[config.mk]
export PLATFORM = sky130hd
export DESIGN_NAME = ether_tx
export DESIGN_NICKNAME = d
export VERILOG_FILES = /design/src/rtl/ether_tx.sv
export SDC_FILE = /design/constraint.sdc
export NUM_CORES = 1
export LEC_CHECK = 0
export CORE_AREA = 10 10 47 49
export CTS_CLUSTER_SIZE = 10
export DETAILED_ROUTE_END_ITERATION = 6
export DIE_AREA = 0 0 57 59
export PLACE_DENSITY = 0.81
export SKIP_LAST_GASP = 1
export SYNTH_ARGS = -nofsm -noshare
export SYNTH_HDL_FRONTEND = slang
export SYNTH_SLANG_ARGS = --single-unit
[constraint.sdc]
create_clock -name clk -period 3.4 [get_ports clk]
set_input_delay 0.34 -clock clk [delete_from_list [all_inputs] [get_ports clk]]
set_output_delay 0.34 -clock clk [all_outputs]
set_load 0.02 [all_outputs]
[src/rtl/ether_tx.sv]
// RMII transmit framer: preamble, SFD, payload passthrough, then a fixed
// inter-packet gap before the next frame may start.
module ether_tx #(
  parameter int N          = 2,
  parameter int PRE_SYMS   = 64/N-1,
  parameter int IPG_CYCLES = 96/N
) (
  input  logic         clk,
  input  logic         rst,
  input  logic         axiiv,
  input  logic [N-1:0] axiid,
  output logic         axiir,
  output logic         txen,
  output logic [N-1:0] txd
);

  // 0x55 / 0xD5 sent LSB-first: every symbol of 0x55 is ..0101, SFD sets the top bit
  localparam logic [N-1:0] PRE_SYM  = {(N/2){2'b01}};
  localparam logic [N-1:0] SFD_SYM  = PRE_SYM | (N'(1) << (N-1));
  localparam logic [5:0]   PRE_LAST = 6'(PRE_SYMS);
  localparam logic [5:0]   IPG_LAST = 6'(IPG_CYCLES-1);

  typedef enum logic [2:0] {IDLE, PRE, SFD, DATA, IPG} state_t;

  state_t         state, state_n;
  logic [5:0]     count, count_n;
  logic           txen_n, axiir_n;
  logic [N-1:0]   txd_n;

  always_ff @(posedge clk or posedge rst) begin
    if (rst) begin
      state <= IDLE;
      count <= '0;
      txen  <= 1'b0;
      txd   <= '0;
      axiir <= 1'b0;
    end else begin
      state <= state_n;
      count <= count_n;
      txen  <= txen_n;
      txd   <= txd_n;
      axiir <= axiir_n;
    end
  end

  always_comb begin
    state_n = state;
    count_n = count + 6'd1;
    txen_n  = txen;
    txd_n   = txd;
    axiir_n = axiir;
    case (state)
      IDLE: begin
        count_n = '0;
        txen_n  = 1'b0;
        txd_n   = '0;
        axiir_n = 1'b0;
        if (axiiv) begin
          state_n = PRE;
          count_n = 6'd1;
          txen_n  = 1'b1;
          txd_n   = PRE_SYM;
        end
      end
      PRE: begin
        // a source that drops valid before SFD aborts the frame outright
        if (!axiiv) begin
          state_n = IPG;
          count_n = '0;
          txen_n  = 1'b0;
          txd_n   = '0;
        end else if (count == PRE_LAST) begin
          state_n = SFD;
          count_n = '0;
          txd_n   = SFD_SYM;
          axiir_n = 1'b1;
        end
      end
      SFD, DATA: begin
        count_n = '0;
        if (axiiv) begin
          state_n = DATA;
          txd_n   = axiid;
        end else begin
          state_n = IPG;
          txen_n  = 1'b0;
          txd_n   = '0;
          axiir_n = 1'b0;
        end
      end
      IPG: begin
        txen_n  = 1'b0;
        txd_n   = '0;
        axiir_n = 1'b0;
        if (count == IPG_LAST) begin
          state_n = IDLE;
          count_n = '0;
        end
      end
      default: begin
        state_n = IDLE;
        count_n = '0;
        txen_n  = 1'b0;
        txd_n   = '0;
        axiir_n = 1'b0;
      end
    endcase
  end

endmodule
==> results of run 1 <==
[worst max path at each step]
stage / startpoint / cells past startpoint / end
2_1_floorplan: count[0]$_DFF_PP0_ / 4 / count[0]$_DFF_PP0_
3_3_place_gp: axiiv / 4 / count[5]$_DFF_PP0_
3_5_place_dp: axiiv / 4 / count[3]$_DFF_PP0_
4_1_cts: axiiv / 4 / count[3]$_DFF_PP0_
5_1_grt: axiiv / 4 / count[3]$_DFF_PP0_
6_report: axiiv / 4 / count[5]$_DFF_PP0_
[flip-flops by register name, indices dropped and copies added, names as in the netlist]
register  flops
count         6
state         3
txd           2
axiir         1
txen          1
[routing by layer]
metal  up-vias  GRT usage [%]  wire length [um]
met1       251           9.54               595
met3         5           3.86                79
met4         0           3.02                25
li1        251              -                 -
met5         -              0                 0
met2         9           14.0               615
[cell families after synthesis]
| group | Yosys count | share of synthesized area [%] |
|---|---|---|
| compound gates | 20 | 23.3 |
| simple gates | 20 | 16.4 |
| flops | 13 | 48.9 |
| buf+inv | 6 | 4.13 |
| xor+xnor | 3 | 3.95 |
| mux | 1 | 1.50 |
| fa+ha+maj | 1 | 1.88 |
[layout by cell type, fill, tap and decap left out, types with 2 or more instances in the layout]
master / n
nand2_1: 3
o21a_1: 2
a211oi_1: 3
clkdlybuf4s50_1: 8
or3_1: 2
nand2b_1: 5
clkbuf_4: 3
nor2_1: 4
o21ai_0: 4
xor2_1: 2
dfrtp_1: 13
o311a_1: 2
nand3_1: 2
inv_1: 4
a21oi_1: 2
[stage by stage]
stage | instance area (sq um) | power, mW
final | 779 | 0.440
after global routing | 779 | 0.471
after CTS | 779 | 0.446
after detailed placement | 753 | 0.351
after global placement | 753 | 0.347
after floorplan | 666 | 0.310
[critical path: cells and delay by family]
family	cells	cell delay, ns
and+or+nand+nor	1	0.56
AOI/OAI and AO/OA	2	0.54
buffers and inverters	1	0.49
[power by group through the flow]
stage	Sequential [mW]	Combinational [mW]	Clock [mW]
after floorplan	0.221	0.0890	0
after global placement	0.220	0.127	0
after detailed placement	0.220	0.131	0
after CTS	0.217	0.132	0.0964
after global routing	0.223	0.146	0.103
final	0.217	0.130	0.0927
[area by class of cell]
type / instances / area [sq um] / area share [%]
Timing Repair Buffer: 8 / 80.1 / 10.3
Tap cell: 16 / 20.0 / 2.57
Inverter: 4 / 15.0 / 1.93
Multi-Input combinational cell: 45 / 313 / 40.1
Sequential cell: 13 / 325 / 41.7
Clock buffer: 4 / 26.3 / 3.37
==> results.tsv, run 1 <==
metric	value	unit
status	finished, final reports clean	
layout_min_cycle_time	1.75	ns
async_flop_share	100	%
ant_nets	0	
cellInternalPower	0.288	mW
synth_area	666	sq um
p_sw	0.152	mW
place_inst	86	
r2r-start	state[2]$_DFFE_PP0P_	
wl_per_cell	14.6	um
grt_pass1_wl	2350	um
firstDrtPassIters	4	
fin_cells	90	
synth.most_common_cell	dfrtp_1	
die_y	59	um
final_util	55.6	%
dp_slack	1.36	ns
grt_max_degree	15	
rsz0062_at_grt	no	
hold_viol_final	0	
grt_remaining_overflow	0	
port_buffers	8	
start_kind	input pin	
crit_chain	clkdlybuf4s50_1 > nor2b_1 > o211ai_2 > a221oi_2	
syn_to_final_growth	17.1	%
drive_above_1_share	9.46	%
vdd.ir_drop.worst	331	uV
fin_crit_sh	51.4	%
fill_cells	134	
h-tree-depth	1	
rows	14	
seq_power_share	49.4	%
reg2reg_depth	3	
fin_hold_ws	0.388	ns
vias	516	
cpPeakStageDelay	0.56	ns
hold_path.class	in -> async	
seq_area_frac_synth	48.9	%
tns	0	ns
yosysTopAreaCell	dfrtp_1	
cap_viol_max_count	0	
skew	0.00294	ns
diodes	0	
floorplan.initialDensity	47.5	%
grtUsageTotal	8.52	%
slew_violations	0	
core-area	0.00140	sq mm
synth_ff_type	dfrtp_1	
arrival	1.93	ns
first_global_vias	547	
power_density	564	mW/mm^2
fp.dieW	57	um
r2r_end	count[5]$_DFF_PP0_	
nets	81	
viasPerCell	5.73	
netlist_instances	64	
ys_seq_elements	13	
die-area	0.00336	sq mm
required	3.58	ns
synth-edff-count	0	
p_sw_share	34.5	%
clock_sinks	13	
syn-num-nets	70	
ys_warn_count	0	
tightest_slew	0.670	ns
wl	1320	um
cts_resized	0	
syn_area_per_cell	10.4	sq um
rrSetupSlack	1.79	ns
cts_buffer_depth	2	
cts_setup_buffers	0	
cts_tree	yes	
worst-setup-path-type	in -> reg	
cts_buffers	3	
fmax	573	MHz
cp-end-kind	flop	
p_leak	0.324	nW
worst_slack	1.65	ns
drtIter0Drc	9	
critPathMaxFanout	10	
setup-violations-final	0	
comb_power_share	29.5	%
place.gp.congestion	0.771	
synth_area_leaders	dfrtp_1 (49%), nand2b_1 (4.7%), a211oi_1 (3.4%)	
drt_drc_violations_left	0	
antenna_found_initial	0	
worst_path_max_delay_cell	nor2b_1	
insertion_delay	0.27	ns
postCtsHoldBufs	0	
io_pins	9	
cts_root_buf	clkbuf_4	
worst_slew_margin_rel	55.2	%
yosys.area.top_type_share	48.9	%
pwr-share-clk	21.1	%
path_clk_slew	0.08	ns
ys_types	29	
synth_commonest_cells	dfrtp_1 (13), nand2b_1 (5), inv_1 (4), nor2_1 (4), o21ai_0 (4)	
Power figures use the tool's default switching activity.
==> run 2, diff against run 1 <==
--- a/config.mk
+++ b/config.mk
@@ -5,11 +5,11 @@
 export SDC_FILE = /design/constraint.sdc
 export NUM_CORES = 1
 export LEC_CHECK = 0
-export CORE_AREA = 10 10 47 49
+export CORE_MARGIN = 10
+export CORE_UTILIZATION = 46
 export CTS_CLUSTER_SIZE = 10
 export DETAILED_ROUTE_END_ITERATION = 6
-export DIE_AREA = 0 0 57 59
-export PLACE_DENSITY = 0.81
+export PLACE_DENSITY = 0.78
 export SKIP_LAST_GASP = 1
 export SYNTH_ARGS = -nofsm -noshare
 export SYNTH_HDL_FRONTEND = slang
==> constraint.sdc (replaced) <==
create_clock -name clk -period 1.41 [get_ports clk]
set_input_delay 0.141 -clock clk [delete_from_list [all_inputs] [get_ports clk]]
set_output_delay 0.141 -clock clk [all_outputs]
set_load 0.02 [all_outputs]
==> run 2 against run 1 <==
Critical path depth down 3. Clock power grew to 2.6 times the previous value. Via count is 12% higher. Hold slack got worse by 0.21 ns. Worst setup slack worse by 1.6 ns. Combinational power grew to 3.2 times the previous value. Sequential cell count unchanged.
==> results.tsv, run 2 (synthesized netlist as in run 1, its figures left out) <==
metric	value	unit	change
io_pins	9		unchanged
cpPeakStageDelay	0.60	ns	+0.04 ns
tns	0	ns	unchanged
largest_register_ffs	6		unchanged
postCtsHoldBufs	0		unchanged
diodes	0		unchanged
wl_per_cell	15.0	um	+2.8%
dp_slack	-0.0621	ns	-1.42 ns
critPathMaxFanout	2		-8
drtIter0Drc	17		+8
cap_viol_max_count	0		unchanged
grt_max_degree	14		-1
core-area	0.00133	sq mm	-4.8%
skew	0.00351	ns	+0.000568 ns
slew_violations	0		unchanged
cts_setup_buffers	0		unchanged
worst_slew_margin_rel	66.4	%	+11 points
cp_top_family	buffers and inverters		
final_util	64.7	%	+9.1 points
rsz0062_at_grt	no		
rows	13		-1
setup-violations-final	0		unchanged
wl	1460	um	+11%
cp-end-kind	output pin		
design_area	863	sq um	+11%
reg2reg_depth	5		+2
cts_root_buf	clkbuf_4		
place.gp.congestion	0.828		+7.4%
p_leak	0.393	nW	+21%
required	1.27	ns	-2.31 ns
start_kind	flop		
fin_crit_sh	97.6	%	
vias	578		+12%
die-area	0.00337	sq mm	+0.17%
drive_above_1_share	22.0	%	+12 points
first_global_vias	554		+1.3%
drt_drc_violations_left	0		unchanged
firstDrtPassIters	4		unchanged
cts_buffer_depth	2		unchanged
finalPower	1.17	mW	+170%
arrival	1.23	ns	-0.70 ns
hold_path.class	in -> async		
syn_to_final_growth	29.7	%	
place_inst	93		+8.1%
fin_hold_ws	0.174	ns	-0.214 ns
h-tree-depth	1		unchanged
fmax	727	MHz	
grt_remaining_overflow	0		unchanged
grtUsageTotal	9.29	%	+0.77 points
regMostFlops	count		
vdd.ir_drop.worst	635	uV	+92%
grt_pass1_wl	2490	um	+5.9%
critPathBufInv	1		unchanged
r2r-start	count[0]$_DFF_PP0_		
reg_top3	count: 6 flops, state: 3 flops, txd: 2 flops		
path_clk_slew	0.08	ns	about the same
fp.dieW	58.0	um	+1.8%
layout_min_cycle_time	1.38	ns	
placed_cell_area	812	sq um	+7.8%
worst_slack	0.0343	ns	-1.62 ns
hold_viol_final	0		unchanged
fin_cells	97		+7.8%
fill_cells	112		-16%
cts_buffers	3		unchanged
ant_nets	0		unchanged
rrSetupSlack	0.06	ns	-1.73 ns
cts_tree	yes		
viasPerCell	5.96		+3.9%
clock_sinks	13		unchanged
status	finished, final reports clean		
final_cell_mix	dfrtp_1 (13), buf_4 (8), clkdlybuf4s50_1 (6), nand2b_1 (5)		
antenna_found_initial	0		unchanged
final_common_cell	dfrtp_1		
tightest_slew	0.503	ns	-0.167 ns
die_y	58.0	um	-1.6%
nets	89		+9.9%
floorplan.initialDensity	49.9	%	+2.4 points
r2r_end	count[5]$_DFF_PP0_		
worst-setup-path-type	reg -> out		
power_density	1350	mW/mm^2	+140%
worst_path_max_delay_cell	clkdlybuf4s50_1		
port_buffers	8		unchanged
crit_chain	clkdlybuf4s50_1		
dp_hpwl	1060	um	
insertion_delay	0.28	ns	about the same
[run 2: power breakdown]
group	leakage [nW]	switching, mW	internal, mW	total (mW)
Combinational	0.205	0.214	0.199	0.413
Sequential	0.174	0.0691	0.444	0.513
Clock	0.0150	0.131	0.110	0.241
[run 2: what timing repair did]
action / 4_1_cts / 5_1_grt
endpoints found under the setup margin: 1 / 8
resized for setup: 0 / 6
pin swaps: 1 / 0
[run 2: worst max-delay path by stage]
| stage | slack (ns) | startpoint | cells past startpoint | to |
|---|---|---|---|---|
| 4_1_cts | 0.005 | txd[0]$_DFFE_PP0P_ | 1 | txd[0] |
| 5_1_grt | 0.003 | txen$_DFFE_PP0P_ | 1 | txen |
| 2_1_floorplan | 0.13 | count[0]$_DFF_PP0_ | 4 | count[0]$_DFF_PP0_ |
| 6_report | 0.03 | txen$_DFFE_PP0P_ | 1 | txen |
| 3_3_place_gp | 0.03 | axiiv | 4 | count[5]$_DFF_PP0_ |
| 3_5_place_dp | -0.06 | axiiv | 4 | count[5]$_DFF_PP0_ |
[run 2: layer usage]
layer	global-route usage (%)	part of all wire (%)
met5	0	0
met4	5.03	2.5
met1	11.2	42
met2	14.4	46
met3	2.61	8.6
[run 2: layout make-up]
class | instances | area, sq um | share of cell area (%)
Clock buffer | 4 | 26.3 | 3.04
Tap cell | 15 | 18.8 | 2.17
Inverter | 4 | 15.0 | 1.74
Sequential cell | 13 | 325 | 37.7
Multi-Input combinational cell | 45 | 333 | 38.6
Timing Repair Buffer | 16 | 145 | 16.8
==> run 3, diff against run 2 <==
--- a/config.mk
+++ b/config.mk
@@ -5,11 +5,13 @@
 export SDC_FILE = /design/constraint.sdc
 export NUM_CORES = 1
 export LEC_CHECK = 0
+export CORE_ASPECT_RATIO = 0.9
 export CORE_MARGIN = 10
 export CORE_UTILIZATION = 46
 export CTS_CLUSTER_SIZE = 10
 export DETAILED_ROUTE_END_ITERATION = 6
 export PLACE_DENSITY = 0.78
+export SETUP_SLACK_MARGIN = 0.15
 export SKIP_LAST_GASP = 1
 export SYNTH_ARGS = -nofsm -noshare
 export SYNTH_HDL_FRONTEND = slang
==> run 3 against run 2 <==
Total power increased by 13%. Worst setup slack gained 0.070 ns. Hold slack improved by 0.0042 ns. Clock power decreased by 4%. Sequential power rose by 4.7%. Maximum frequency up 5.4%. Final area increased by 6.8%. Critical endpoint is now count[0]$_DFF_PP0_. Cell count is 1.0% lower.
==> results.tsv, run 3 (synthesized netlist as in run 1, its figures left out) <==
metric	value	unit	change
status	finished, final reports clean		
drtIter0Drc	15		-2
die-area	0.00337	sq mm	about the same
diodes	0		unchanged
fin_crit_sh	92.6	%	-5.0 points
wl	1750	um	+20%
vdd.ir_drop.worst	966	uV	+52%
nets	89		unchanged
drive_above_1_share	34.1	%	+12 points
fp.dieW	60.1	um	+3.5%
first_global_vias	579		+4.5%
cpPeakStageDelay	0.41	ns	-0.19 ns
grt_remaining_overflow	0		unchanged
skew	0.00485	ns	+0.00134 ns
postCtsHoldBufs	0		unchanged
path_clk_slew	0.08	ns	about the same
insertion_delay	0.28	ns	about the same
io_pins	9		unchanged
design_area	922	sq um	+6.8%
firstDrtPassIters	4		unchanged
tns	0	ns	unchanged
arrival	1.46	ns	+0.23 ns
worst_slack	0.105	ns	+0.0704 ns
layout_min_cycle_time	1.31	ns	-0.0704 ns
final_common_cell	dfrtp_1		
place.gp.congestion	0.795		-4.0%
tightest_slew	0.500	ns	-0.00340 ns
rows	12		-1
vias	576		-0.35%
power_density	1420	mW/mm^2	+5.3%
hold_path.class	in -> async		
cts_tree	yes		
antenna_found_initial	0		unchanged
viasPerCell	6.00		+0.69%
final_cell_mix	dfrtp_1 (12), buf_4 (7), nand2b_1 (5)		
cts_buffer_depth	2		unchanged
h-tree-depth	1		unchanged
grt_pass1_wl	2730	um	+9.7%
cap_viol_max_count	0		unchanged
floorplan.initialDensity	51.6	%	+1.6 points
reg_top3	count: 6 flops, state: 3 flops, txd: 2 flops		
setup-violations-final	0		unchanged
placed_cell_area	781	sq um	-3.9%
rsz0062_at_grt	yes		
slew_violations	0		unchanged
grtUsageTotal	10.5	%	+1.2 points
die_y	56.1	um	-3.4%
core-area	0.00129	sq mm	-3.2%
cts_buffers	3		unchanged
cp-end-kind	flop		
ant_nets	0		unchanged
final_util	71.4	%	+6.7 points
worst-setup-path-type	reg -> reg		
start_kind	flop		
dp_hpwl	1120	um	+5.6%
critPathMaxFanout	8		+6
dp_slack	-0.0317	ns	+0.0304 ns
worst_path_max_delay_cell	dfrtp_1		
clock_sinks	13		unchanged
crit_chain	ha_4 > nand3_4 > o211ai_1 > o311ai_2		
port_buffers	8		unchanged
hold_viol_final	0		unchanged
p_leak	0.401	nW	+1.8%
wl_per_cell	18.2	um	+21%
drt_drc_violations_left	0		unchanged
syn_to_final_growth	38.5	%	
cts_root_buf	clkbuf_4		
required	1.56	ns	+0.29 ns
regMostFlops	count		
grt_max_degree	14		unchanged
fmax	766	MHz	+5.4%
worst_slew_margin_rel	66.6	%	+0.23 points
largest_register_ffs	6		unchanged
==> run 3: cell count changes in the layout (fill, tap and decap cells not counted), moves of 2 or more <==
| cell | previous run | this run |
|---|---|---|
| dlymetal6s2s_1 | 2 | 0 |
| o21ai_0 | 4 | 2 |
| nor2_2 | 0 | 2 |
| nor2_1 | 4 | 2 |
| dlygate4sd2_1 | 0 | 4 |
| clkdlybuf4s50_1 | 6 | 4 |
==> run 3: per-layer routing <==
layer / global-route usage [%] / part of all wire [%]
met4: 3.50 / 2.2
met2: 15.2 / 49
met3: 5.47 / 5.9
met5: 0 / 0
met1: 12.7 / 43
==> run 3: worst paths after layout <==
| check | start | endpoint | slack, ns | cells after the start |
|---|---|---|---|---|
| max | count[0]$_DFF_PP0_ | count[0]$_DFF_PP0_ | 0.10 | 4 |
| min | rst | txd[0]$_DFFE_PP0P_ | 0.18 | 2 |
| max reg2reg | count[0]$_DFF_PP0_ | count[0]$_DFF_PP0_ | 0.10 | 4 |
| min reg2reg | txen$_DFFE_PP0P_ | txen$_DFFE_PP0P_ | 0.50 | 1 |
| max in group asynchronous | rst | state[0]$_DFFE_PP0P_ | 0.87 | 2 |
| min in group clk | txen$_DFFE_PP0P_ | txen$_DFFE_PP0P_ | 0.50 | 1 |
==> run 3: layout make-up <==
| cell class | instances | area [sq um] |
|---|---|---|
| Sequential cell | 13 | 327 |
| Clock buffer | 3 | 22.5 |
| Clock inverter | 1 | 5.00 |
| Multi-Input combinational cell | 45 | 397 |
| Timing Repair Buffer | 16 | 139 |
| Tap cell | 14 | 17.5 |
| Fill cell | 92 | 369 |
| Inverter | 4 | 15.0 |
==> run 3: worst max-delay path, delay by kind of cell (launching register included) <==
| kind | cells | cell delay, ns |
|---|---|---|
| adder cells (fa/ha/maj) | 1 | 0.17 |
| AO/OA/AOI/OAI | 2 | 0.43 |
| AND/OR/NAND/NOR | 1 | 0.16 |
| flip-flops | 1 | 0.41 |
==> run 3: where the power goes <==
part	total [mW]	internal, mW	switching, mW
logic	0.546	0.278	0.269
registers	0.537	0.446	0.0908
clock network	0.231	0.105	0.125
==> run 3: what timing repair did <==
item | CTS | global route
setup buffers | 0 | 4
pin swaps | 1 | 6
resized for setup | 13 | 11
endpoints found under the setup margin | 13 | 10
==> run 3: per-stage QoR <==
step / hold slack, ns / cells / total power, mW
2_1_floorplan: 0.0180 / 64 / 0.752
4_1_cts: 0.176 / 92 / 1.15
6_report: 0.178 / 96 / 1.31
3_5_place_dp: 0.486 / 88 / 0.890
5_1_grt: 0.196 / 96 / 1.41
3_3_place_gp: 0.473 / 88 / 0.880
